--- src/rtl/gemm_sequencer_if.sv ---
// Command channel of the GEMM sequencer: one tile job per accepted command.
//
// Handshake: a command transfers on a rising clk edge where cmd_valid and
// cmd_ready are both high. The issuer holds cmd_valid and every cmd_* field
// stable until that edge. The sequencer raises cmd_ready only while idle and
// ignores cmd_* completely while cmd_ready is low.
interface gemm_sequencer_if #(
    parameter int M_W       = 9,
    parameter int K_W       = 8,
    parameter int ADDR_W    = 12,
    parameter int CORE_ROWS = 2,
    parameter int CORE_COLS = 2
);
    logic                 cmd_valid;
    logic                 cmd_ready;
    logic [M_W-1:0]       cmd_m_rows;
    logic [K_W-1:0]       cmd_k_tiles;
    logic [ADDR_W-1:0]    cmd_w_base;
    logic [ADDR_W-1:0]    cmd_if_base;
    logic [CORE_ROWS-2:0] cmd_if_mux_sel;
    logic [CORE_COLS-2:0] cmd_w_mux_sel;

    modport master (
        output cmd_valid, cmd_m_rows, cmd_k_tiles, cmd_w_base, cmd_if_base,
               cmd_if_mux_sel, cmd_w_mux_sel,
        input  cmd_ready
    );

    modport slave (
        input  cmd_valid, cmd_m_rows, cmd_k_tiles, cmd_w_base, cmd_if_base,
               cmd_if_mux_sel, cmd_w_mux_sel,
        output cmd_ready
    );
endinterface

--- src/rtl/gemm_sequencer.sv ---
// GEMM tile sequencer. For each of k_tiles K-tiles it loads SYS_ROWS weight
// rows, streams m_rows input rows, and waits for the datapath to finish
// accumulating; then it drains the four accumulator banks and pulses done.
// Buffer reads have one cycle of latency, so the datapath strobes are the
// read enables delayed by one register stage.
module gemm_sequencer #(
    parameter int SYS_ROWS  = 16,
    parameter int CORE_ROWS = 2,
    parameter int CORE_COLS = 2,
    parameter int ADDR_W    = 12,
    parameter int M_W       = 9,
    parameter int K_W       = 8
) (
    input  logic                 clk,
    input  logic                 rst,
    gemm_sequencer_if.slave      cmd,
    output logic                 w_rd_en,
    output logic [ADDR_W-1:0]    w_addr,
    output logic                 if_rd_en,
    output logic [ADDR_W-1:0]    if_addr,
    output logic                 wfetch,
    output logic                 if_en,
    output logic                 store,
    output logic                 overwrite,
    output logic [CORE_ROWS-2:0] if_mux_sel,
    output logic [CORE_COLS-2:0] w_mux_sel,
    input  logic                 acc_is_done,
    input  logic [3:0]           acc_empty,
    output logic [3:0]           accums_rd_en,
    output logic                 busy,
    output logic                 done
);

    localparam int SYS_W = (SYS_ROWS > 1) ? $clog2(SYS_ROWS) : 1;
    localparam int CNT_W = (SYS_W > M_W) ? SYS_W : M_W;

    typedef enum logic [2:0] {
        IDLE     = 3'd0,
        LOAD_W   = 3'd1,
        STREAM   = 3'd2,
        WAIT_ACC = 3'd3,
        DRAIN    = 3'd4,
        FINISH   = 3'd5
    } state_t;

    state_t           state;
    logic [M_W-1:0]   m_rows;
    logic [K_W-1:0]   k_tiles;
    logic [K_W-1:0]   tile;
    logic [CNT_W-1:0] cnt;
    logic [1:0]       bank;

    logic [M_W-1:0]   m_last;
    logic [K_W-1:0]   tile_next;
    logic             cmd_zero;

    assign m_last    = m_rows - M_W'(1);
    assign tile_next = tile + K_W'(1);
    assign cmd_zero  = (cmd.cmd_m_rows == '0) || (cmd.cmd_k_tiles == '0);

    assign cmd.cmd_ready = (state == IDLE);
    assign busy          = (state != IDLE);

    // Drain read enable: only the bank currently being served, only while it holds data.
    always_comb begin
        accums_rd_en = 4'b0000;
        if (state == DRAIN && !acc_empty[bank]) begin
            accums_rd_en[bank] = 1'b1;
        end
    end

    // Main sequencer FSM; buffer read enables and addresses are registered with the state.
    always_ff @(posedge clk or posedge rst) begin
        if (rst) begin
            state      <= IDLE;
            m_rows     <= '0;
            k_tiles    <= '0;
            tile       <= '0;
            cnt        <= '0;
            bank       <= '0;
            w_rd_en    <= 1'b0;
            w_addr     <= '0;
            if_rd_en   <= 1'b0;
            if_addr    <= '0;
            if_mux_sel <= '0;
            w_mux_sel  <= '0;
            done       <= 1'b0;
        end else begin
            done <= 1'b0;
            case (state)
                IDLE: begin
                    if (cmd.cmd_valid) begin
                        m_rows     <= cmd.cmd_m_rows;
                        k_tiles    <= cmd.cmd_k_tiles;
                        w_addr     <= cmd.cmd_w_base;
                        if_addr    <= cmd.cmd_if_base;
                        if_mux_sel <= cmd.cmd_if_mux_sel;
                        w_mux_sel  <= cmd.cmd_w_mux_sel;
                        tile       <= '0;
                        cnt        <= '0;
                        bank       <= '0;
                        if (cmd_zero) begin
                            // Empty job: nothing to read or accumulate.
                            state <= FINISH;
                        end else begin
                            state   <= LOAD_W;
                            w_rd_en <= 1'b1;
                        end
                    end
                end
                LOAD_W: begin
                    // The pointer runs on across tiles, so tile t starts at base + t*SYS_ROWS.
                    w_addr <= w_addr + ADDR_W'(1);
                    if (cnt == CNT_W'(SYS_ROWS - 1)) begin
                        cnt      <= '0;
                        w_rd_en  <= 1'b0;
                        if_rd_en <= 1'b1;
                        state    <= STREAM;
                    end else begin
                        cnt <= cnt + CNT_W'(1);
                    end
                end
                STREAM: begin
                    if_addr <= if_addr + ADDR_W'(1);
                    if (cnt == CNT_W'(m_last)) begin
                        cnt      <= '0;
                        if_rd_en <= 1'b0;
                        state    <= WAIT_ACC;
                    end else begin
                        cnt <= cnt + CNT_W'(1);
                    end
                end
                WAIT_ACC: begin
                    if (acc_is_done) begin
                        tile <= tile_next;
                        if (tile_next == k_tiles) begin
                            bank  <= '0;
                            state <= DRAIN;
                        end else begin
                            w_rd_en <= 1'b1;
                            state   <= LOAD_W;
                        end
                    end
                end
                DRAIN: begin
                    if (acc_empty[bank]) begin
                        if (bank == 2'd3) begin
                            state <= FINISH;
                        end else begin
                            bank <= bank + 2'd1;
                        end
                    end
                end
                FINISH: begin
                    done  <= 1'b1;
                    state <= IDLE;
                end
                default: begin
                    state <= IDLE;
                end
            endcase
        end
    end

    // Datapath strobes follow the buffer reads by one cycle (read latency);
    // tile 0 overwrites the accumulators, later tiles add into them.
    always_ff @(posedge clk or posedge rst) begin
        if (rst) begin
            wfetch    <= 1'b0;
            if_en     <= 1'b0;
            store     <= 1'b0;
            overwrite <= 1'b0;
        end else begin
            wfetch    <= w_rd_en;
            if_en     <= if_rd_en;
            store     <= if_rd_en;
            overwrite <= if_rd_en && (tile == '0);
        end
    end

endmodule

--- src/flat_wrapper.sv ---
// flat-port wrapper written by rule: the top's interface ports become plain ports
module gemm_sequencer_flat 
#(
    parameter int SYS_ROWS  = 16,
    parameter int CORE_ROWS = 2,
    parameter int CORE_COLS = 2,
    parameter int ADDR_W    = 12,
    parameter int M_W       = 9,
    parameter int K_W       = 8
)
  (clk, rst, w_rd_en, w_addr, if_rd_en, if_addr, wfetch, if_en, store, overwrite, if_mux_sel, w_mux_sel, acc_is_done, acc_empty, accums_rd_en, busy, done, cmd_cmd_valid, cmd_cmd_m_rows, cmd_cmd_k_tiles, cmd_cmd_w_base, cmd_cmd_if_base, cmd_cmd_if_mux_sel, cmd_cmd_w_mux_sel, cmd_cmd_ready);
  gemm_sequencer_if #(.M_W(M_W), .K_W(K_W), .ADDR_W(ADDR_W), .CORE_ROWS(CORE_ROWS), .CORE_COLS(CORE_COLS)) cmd_i ();
  input  logic clk;
  input  logic rst;
  output logic w_rd_en;
  output logic [ADDR_W-1:0] w_addr;
  output logic if_rd_en;
  output logic [ADDR_W-1:0] if_addr;
  output logic wfetch;
  output logic if_en;
  output logic store;
  output logic overwrite;
  output logic [CORE_ROWS-2:0] if_mux_sel;
  output logic [CORE_COLS-2:0] w_mux_sel;
  input  logic acc_is_done;
  input  logic [3:0] acc_empty;
  output logic [3:0] accums_rd_en;
  output logic busy;
  output logic done;
  input wire logic [$bits(cmd_i.cmd_valid)-1:0] cmd_cmd_valid;
  input wire logic [$bits(cmd_i.cmd_m_rows)-1:0] cmd_cmd_m_rows;
  input wire logic [$bits(cmd_i.cmd_k_tiles)-1:0] cmd_cmd_k_tiles;
  input wire logic [$bits(cmd_i.cmd_w_base)-1:0] cmd_cmd_w_base;
  input wire logic [$bits(cmd_i.cmd_if_base)-1:0] cmd_cmd_if_base;
  input wire logic [$bits(cmd_i.cmd_if_mux_sel)-1:0] cmd_cmd_if_mux_sel;
  input wire logic [$bits(cmd_i.cmd_w_mux_sel)-1:0] cmd_cmd_w_mux_sel;
  output wire logic [$bits(cmd_i.cmd_ready)-1:0] cmd_cmd_ready;
  assign cmd_i.cmd_valid = cmd_cmd_valid;
  assign cmd_i.cmd_m_rows = cmd_cmd_m_rows;
  assign cmd_i.cmd_k_tiles = cmd_cmd_k_tiles;
  assign cmd_i.cmd_w_base = cmd_cmd_w_base;
  assign cmd_i.cmd_if_base = cmd_cmd_if_base;
  assign cmd_i.cmd_if_mux_sel = cmd_cmd_if_mux_sel;
  assign cmd_i.cmd_w_mux_sel = cmd_cmd_w_mux_sel;
  assign cmd_cmd_ready = cmd_i.cmd_ready;
  gemm_sequencer #(.SYS_ROWS(SYS_ROWS), .CORE_ROWS(CORE_ROWS), .CORE_COLS(CORE_COLS), .ADDR_W(ADDR_W), .M_W(M_W), .K_W(K_W)) u_core (.clk(clk), .rst(rst), .cmd(cmd_i), .w_rd_en(w_rd_en), .w_addr(w_addr), .if_rd_en(if_rd_en), .if_addr(if_addr), .wfetch(wfetch), .if_en(if_en), .store(store), .overwrite(overwrite), .if_mux_sel(if_mux_sel), .w_mux_sel(w_mux_sel), .acc_is_done(acc_is_done), .acc_empty(acc_empty), .accums_rd_en(accums_rd_en), .busy(busy), .done(done));
endmodule
--- config.mk ---
export PLATFORM = sky130hd
export DESIGN_NAME = gemm_sequencer_flat
export DESIGN_NICKNAME = d
export VERILOG_FILES = /design/src/rtl/gemm_sequencer_if.sv /design/src/rtl/gemm_sequencer.sv /design/src/flat_wrapper.sv
export SDC_FILE = /design/constraint.sdc
export NUM_CORES = 1
export LEC_CHECK = 0
export BUFFER_PORTS_ARGS = -buffer_cell sky130_fd_sc_hd__buf_2
export CAP_MARGIN = 10
export CORE_MARGIN = 2
export CORE_UTILIZATION = 50
export DETAILED_ROUTE_END_ITERATION = 16
export GPL_TIMING_DRIVEN = 0
export PLACE_DENSITY_LB_ADDON = 0.05
export SLEW_MARGIN = 20
export SYNTH_ARGS = -nofsm -noshare
export SYNTH_HDL_FRONTEND = slang
export SYNTH_SLANG_ARGS = --single-unit
--- constraint.sdc ---
create_clock -name clk -period 4.7 [get_ports clk]
set_clock_uncertainty 0.15 [all_clocks]
set_input_delay 1.41 -clock clk [delete_from_list [all_inputs] [get_ports clk]]
set_output_delay 1.41 -clock clk [all_outputs]
set_load 0.02 [all_outputs]
==> impl_metrics.env <==
export IMPL_outcome="finished, final reports clean"
export IMPL_final_cells=691
export IMPL_antenna_found_initial=0
export IMPL_start_util_pct=50.76
export IMPL_worst_slack_ns=0.6150
export IMPL_vias_per_cell=5.605
export IMPL_finalCriticalPeriod_ns=4.085
export IMPL_multi_input_area_um2=2166
export IMPL_drive_gt1_share_pct=22.01
export IMPL_ys_async_sr_fraction_pct=100.0
export IMPL_hpwl_mm=7.856
export IMPL_hold_viol=0
export IMPL_synthTopCellsByArea="dfrtp_1 (43%), nand2_1 (9.3%), nor2_1 (4.1%)"
export IMPL_yosysTopAreaCellShare_pct=43.25
export IMPL_p_per_area_nw_per_um2=655.6
export IMPL_hold_class="flop to flop"
export IMPL_crit_path_top_delay_cell="mux4_2"
export IMPL_core_area_um2=8093
export IMPL_register_area_um2=1777
export IMPL_cp_max_fo=4
export IMPL_cts_tree="done"
export IMPL_first_iter_violations=148
export IMPL_holdBufCountCts=0
export IMPL_fin_crit_sh_pct=86.91
export IMPL_gp_congestion=0.9120
export IMPL_nFillCells=779
export IMPL_drc=0
export IMPL_yosys_area_top_type="dfrtp_1"
export IMPL_p_leak_nw=2.285
export IMPL_post_cts_setup_buffer_count=0
export IMPL_ant_nets=0
export IMPL_setup_tns_final_ns=0
export IMPL_fmax_mhz=244.8
export IMPL_cts_made_buffers=9
export IMPL_mostFrequentLayoutCells="nand2_1 (102), buf_2 (95), dfrtp_1 (71)"
export IMPL_yosysSeqAreaShare_pct=43.25
export IMPL_grt_use_total_pct=24.59
export IMPL_syn_area_um2=4108
export IMPL_layout_commonest_cell="nand2_1"
export IMPL_path_cells="buf_2 -> mux4_2 -> nor2_1 -> and2_1 -> buf_2"
export IMPL_routed_wl_mm=10.51
export IMPL_overflow=0
export IMPL_cts_buffer_depth=2
export IMPL_finalSetupViolCount=0
export IMPL_cp_arrival_ns=2.52
export IMPL_cap_violations=0
export IMPL_area_delta_synth_final_pct=19.95
export IMPL_synth_cell_type_count=59
export IMPL_rsz0062_at_grt="no"
export IMPL_top_level_ports=90
export IMPL_cts_resized=0
export IMPL_grt_max_degree=43
export IMPL_maxSlewViolCount=0
export IMPL_path_class="input port to primary output"
export IMPL_finalNetCount=642
export IMPL_port_buffers=89
export IMPL_synth_warnings=0
export IMPL_critPathLaunchType="input port"
export IMPL_dp_cells=675
export IMPL_cts_root_buf="clkbuf_8"
export IMPL_wl_per_cell_um=15.21
export IMPL_clk_insertion_delay_late_ns=0.35
export IMPL_diodes=0
export IMPL_num_rows=33
export IMPL_detail_route_first_pass_iterations=4
export IMPL_fp_dieArea_um2=8957
export IMPL_clock_sinks=71
export IMPL_syn_nets=541
export IMPL_peakVddDrop_mv=0.3295
export IMPL_cp_required_ns=3.14
export IMPL_critPathMostFrequentCell="buf_2"
export IMPL_syn_mean_instance_area_um2=8.558
export IMPL_cts_max_level=3
export IMPL_worst_slew_pin_slew_ns=0.7069
export IMPL_grt_pass1_wl_mm=17.31
export IMPL_grt_pass1_vias=3685
export IMPL_worstSetupEndpointType="primary output"
export IMPL_ys_flop_type="dfrtp_1"
export IMPL_fp_dieW_um=94.64
export IMPL_place_worst_setup_slack_ns=0.6252
export IMPL_dieHeight_um=94.64
export IMPL_vias=3873
export IMPL_ys_seq_elements=71
export IMPL_synthCells=480
export IMPL_synth_edf_count=0
export IMPL_clk_pin_slew_ns=0.07
export IMPL_slew_headroom_pct=52.51
export IMPL_critPathMaxStageDelay_ns=0.52
-- kinds of logic (layout without fill, tap and decap cells) --
kind of cell | Yosys count | in the layout | share of synthesized area [%]
AND/OR/NAND/NOR | 223 | 223 | 25.04
AO/OA/AOI/OAI | 109 | 109 | 17.97
flip-flops | 71 | 71 | 43.25
buffers and inverters | 38 | 144 | 4.021
XOR/XNOR | 25 | 25 | 5.330
adder cells (fa/ha/maj) | 10 | 10 | 3.046
multiplexers | 4 | 4 | 1.340
-- power breakdown --
group | total, mW | internal [mW] | switching, mW | leakage, nW
registers | 1.12 | 0.851 | 0.267 | 0.868
logic | 1.57 | 0.609 | 0.965 | 1.31
clock network | 0.538 | 0.297 | 0.240 | 0.102
-- stage by stage --
step	hold slack [ns]	total power [mW]	util, %	instance area (um^2)
CTS	0.2976	3.246	60.88	4927
floorplan	0.3152	2.232	-	4108
detailed placement	0.2787	2.696	58.26	4715
finish	0.2901	3.230	60.88	4927
global route	0.3019	3.476	60.88	4927
global placement	0.2766	2.651	57.89	4684
-- layer usage --
layer / share of wire, % / track usage, % / vias to the layer above
met3: 5.7 / 4.150 / 16
met4: 2.0 / 10.51 / 0
met1: 47 / 33.64 / 1825
met5: 0 / 0 / -
li1: - / - / 1901
met2: 45 / 38.65 / 131
-- worst max-delay path: cells and delay by family --
family                 cells  cell delay, ns
buffers and inverters      2            0.26
multiplexers               1            0.52
AND/OR/NAND/NOR            2            0.35
-- final cells by class --
cell class / instances / area share [%]
inverter: 16 / 1.270
multi-input combinational: 371 / 43.96
sequential: 71 / 36.06
clock buffer: 10 / 2.590
timing repair buffer: 90 / 9.599
tap: 105 / 2.666
buffer: 22 / 2.133
clock inverter: 6 / 1.727
-- registers in the layout, indices dropped and copies added, names as in the netlist --
register and count:
u_core.tile 8, u_core.cnt 9, u_core.w_rd_en 1, u_core.done 1
u_core.wfetch 1, u_core.if_mux_sel 1, u_core.bank 2, u_core.if_en 1
u_core.w_mux_sel 1, u_core.overwrite 1, u_core.m_rows 9, u_core.state 3
u_core.if_addr 12, u_core.w_addr 12, u_core.if_rd_en 1, u_core.k_tiles 8
-- path summary, 6_finish.rpt --
| kind | from | to | slack, ns | cells after the start |
|---|---|---|---|---|
| hold / removal | u_core.w_rd_en$_DFFE_PP0P_ | u_core.wfetch$_DFF_PP0_ | 0.29 | 0 |
| min in group asynchronous | rst | u_core.if_addr[1]$_DFFE_PP0P_ | 0.90 | 2 |
| setup / recovery | acc_empty[3] | accums_rd_en[2] | 0.62 | 5 |
| max in group asynchronous | rst | u_core.m_rows[1]$_DFFE_PP0P_ | 2.95 | 3 |
| hold reg to reg | u_core.w_rd_en$_DFFE_PP0P_ | u_core.wfetch$_DFF_PP0_ | 0.29 | 0 |
| setup reg to reg | u_core.m_rows[0]$_DFFE_PP0P_ | u_core.cnt[8]$_DFFE_PP0P_ | 2.00 | 11 |
-- cells in the mapped netlist (3+ instances only) --
library cell and count:
or3_1 5, a21oi_1 21, o21ai_0 12, nor2_1 45, a22o_1 3, o21ai_1 12, nand3_1 19, nand2_1 102
a311oi_1 8, or2_1 3, nor4_1 5, clkbuf_1 13, ha_1 10, nor2b_1 4, nor3_2 3, nor3_1 10
xor2_1 11, inv_1 14, buf_2 6, xnor2_1 14, and2_1 8, and3_1 6, o211ai_1 5, a31oi_1 9
a211oi_1 10, o41ai_1 3, o22ai_1 7, dfrtp_1 71
(Power assumes the default switching activity.)
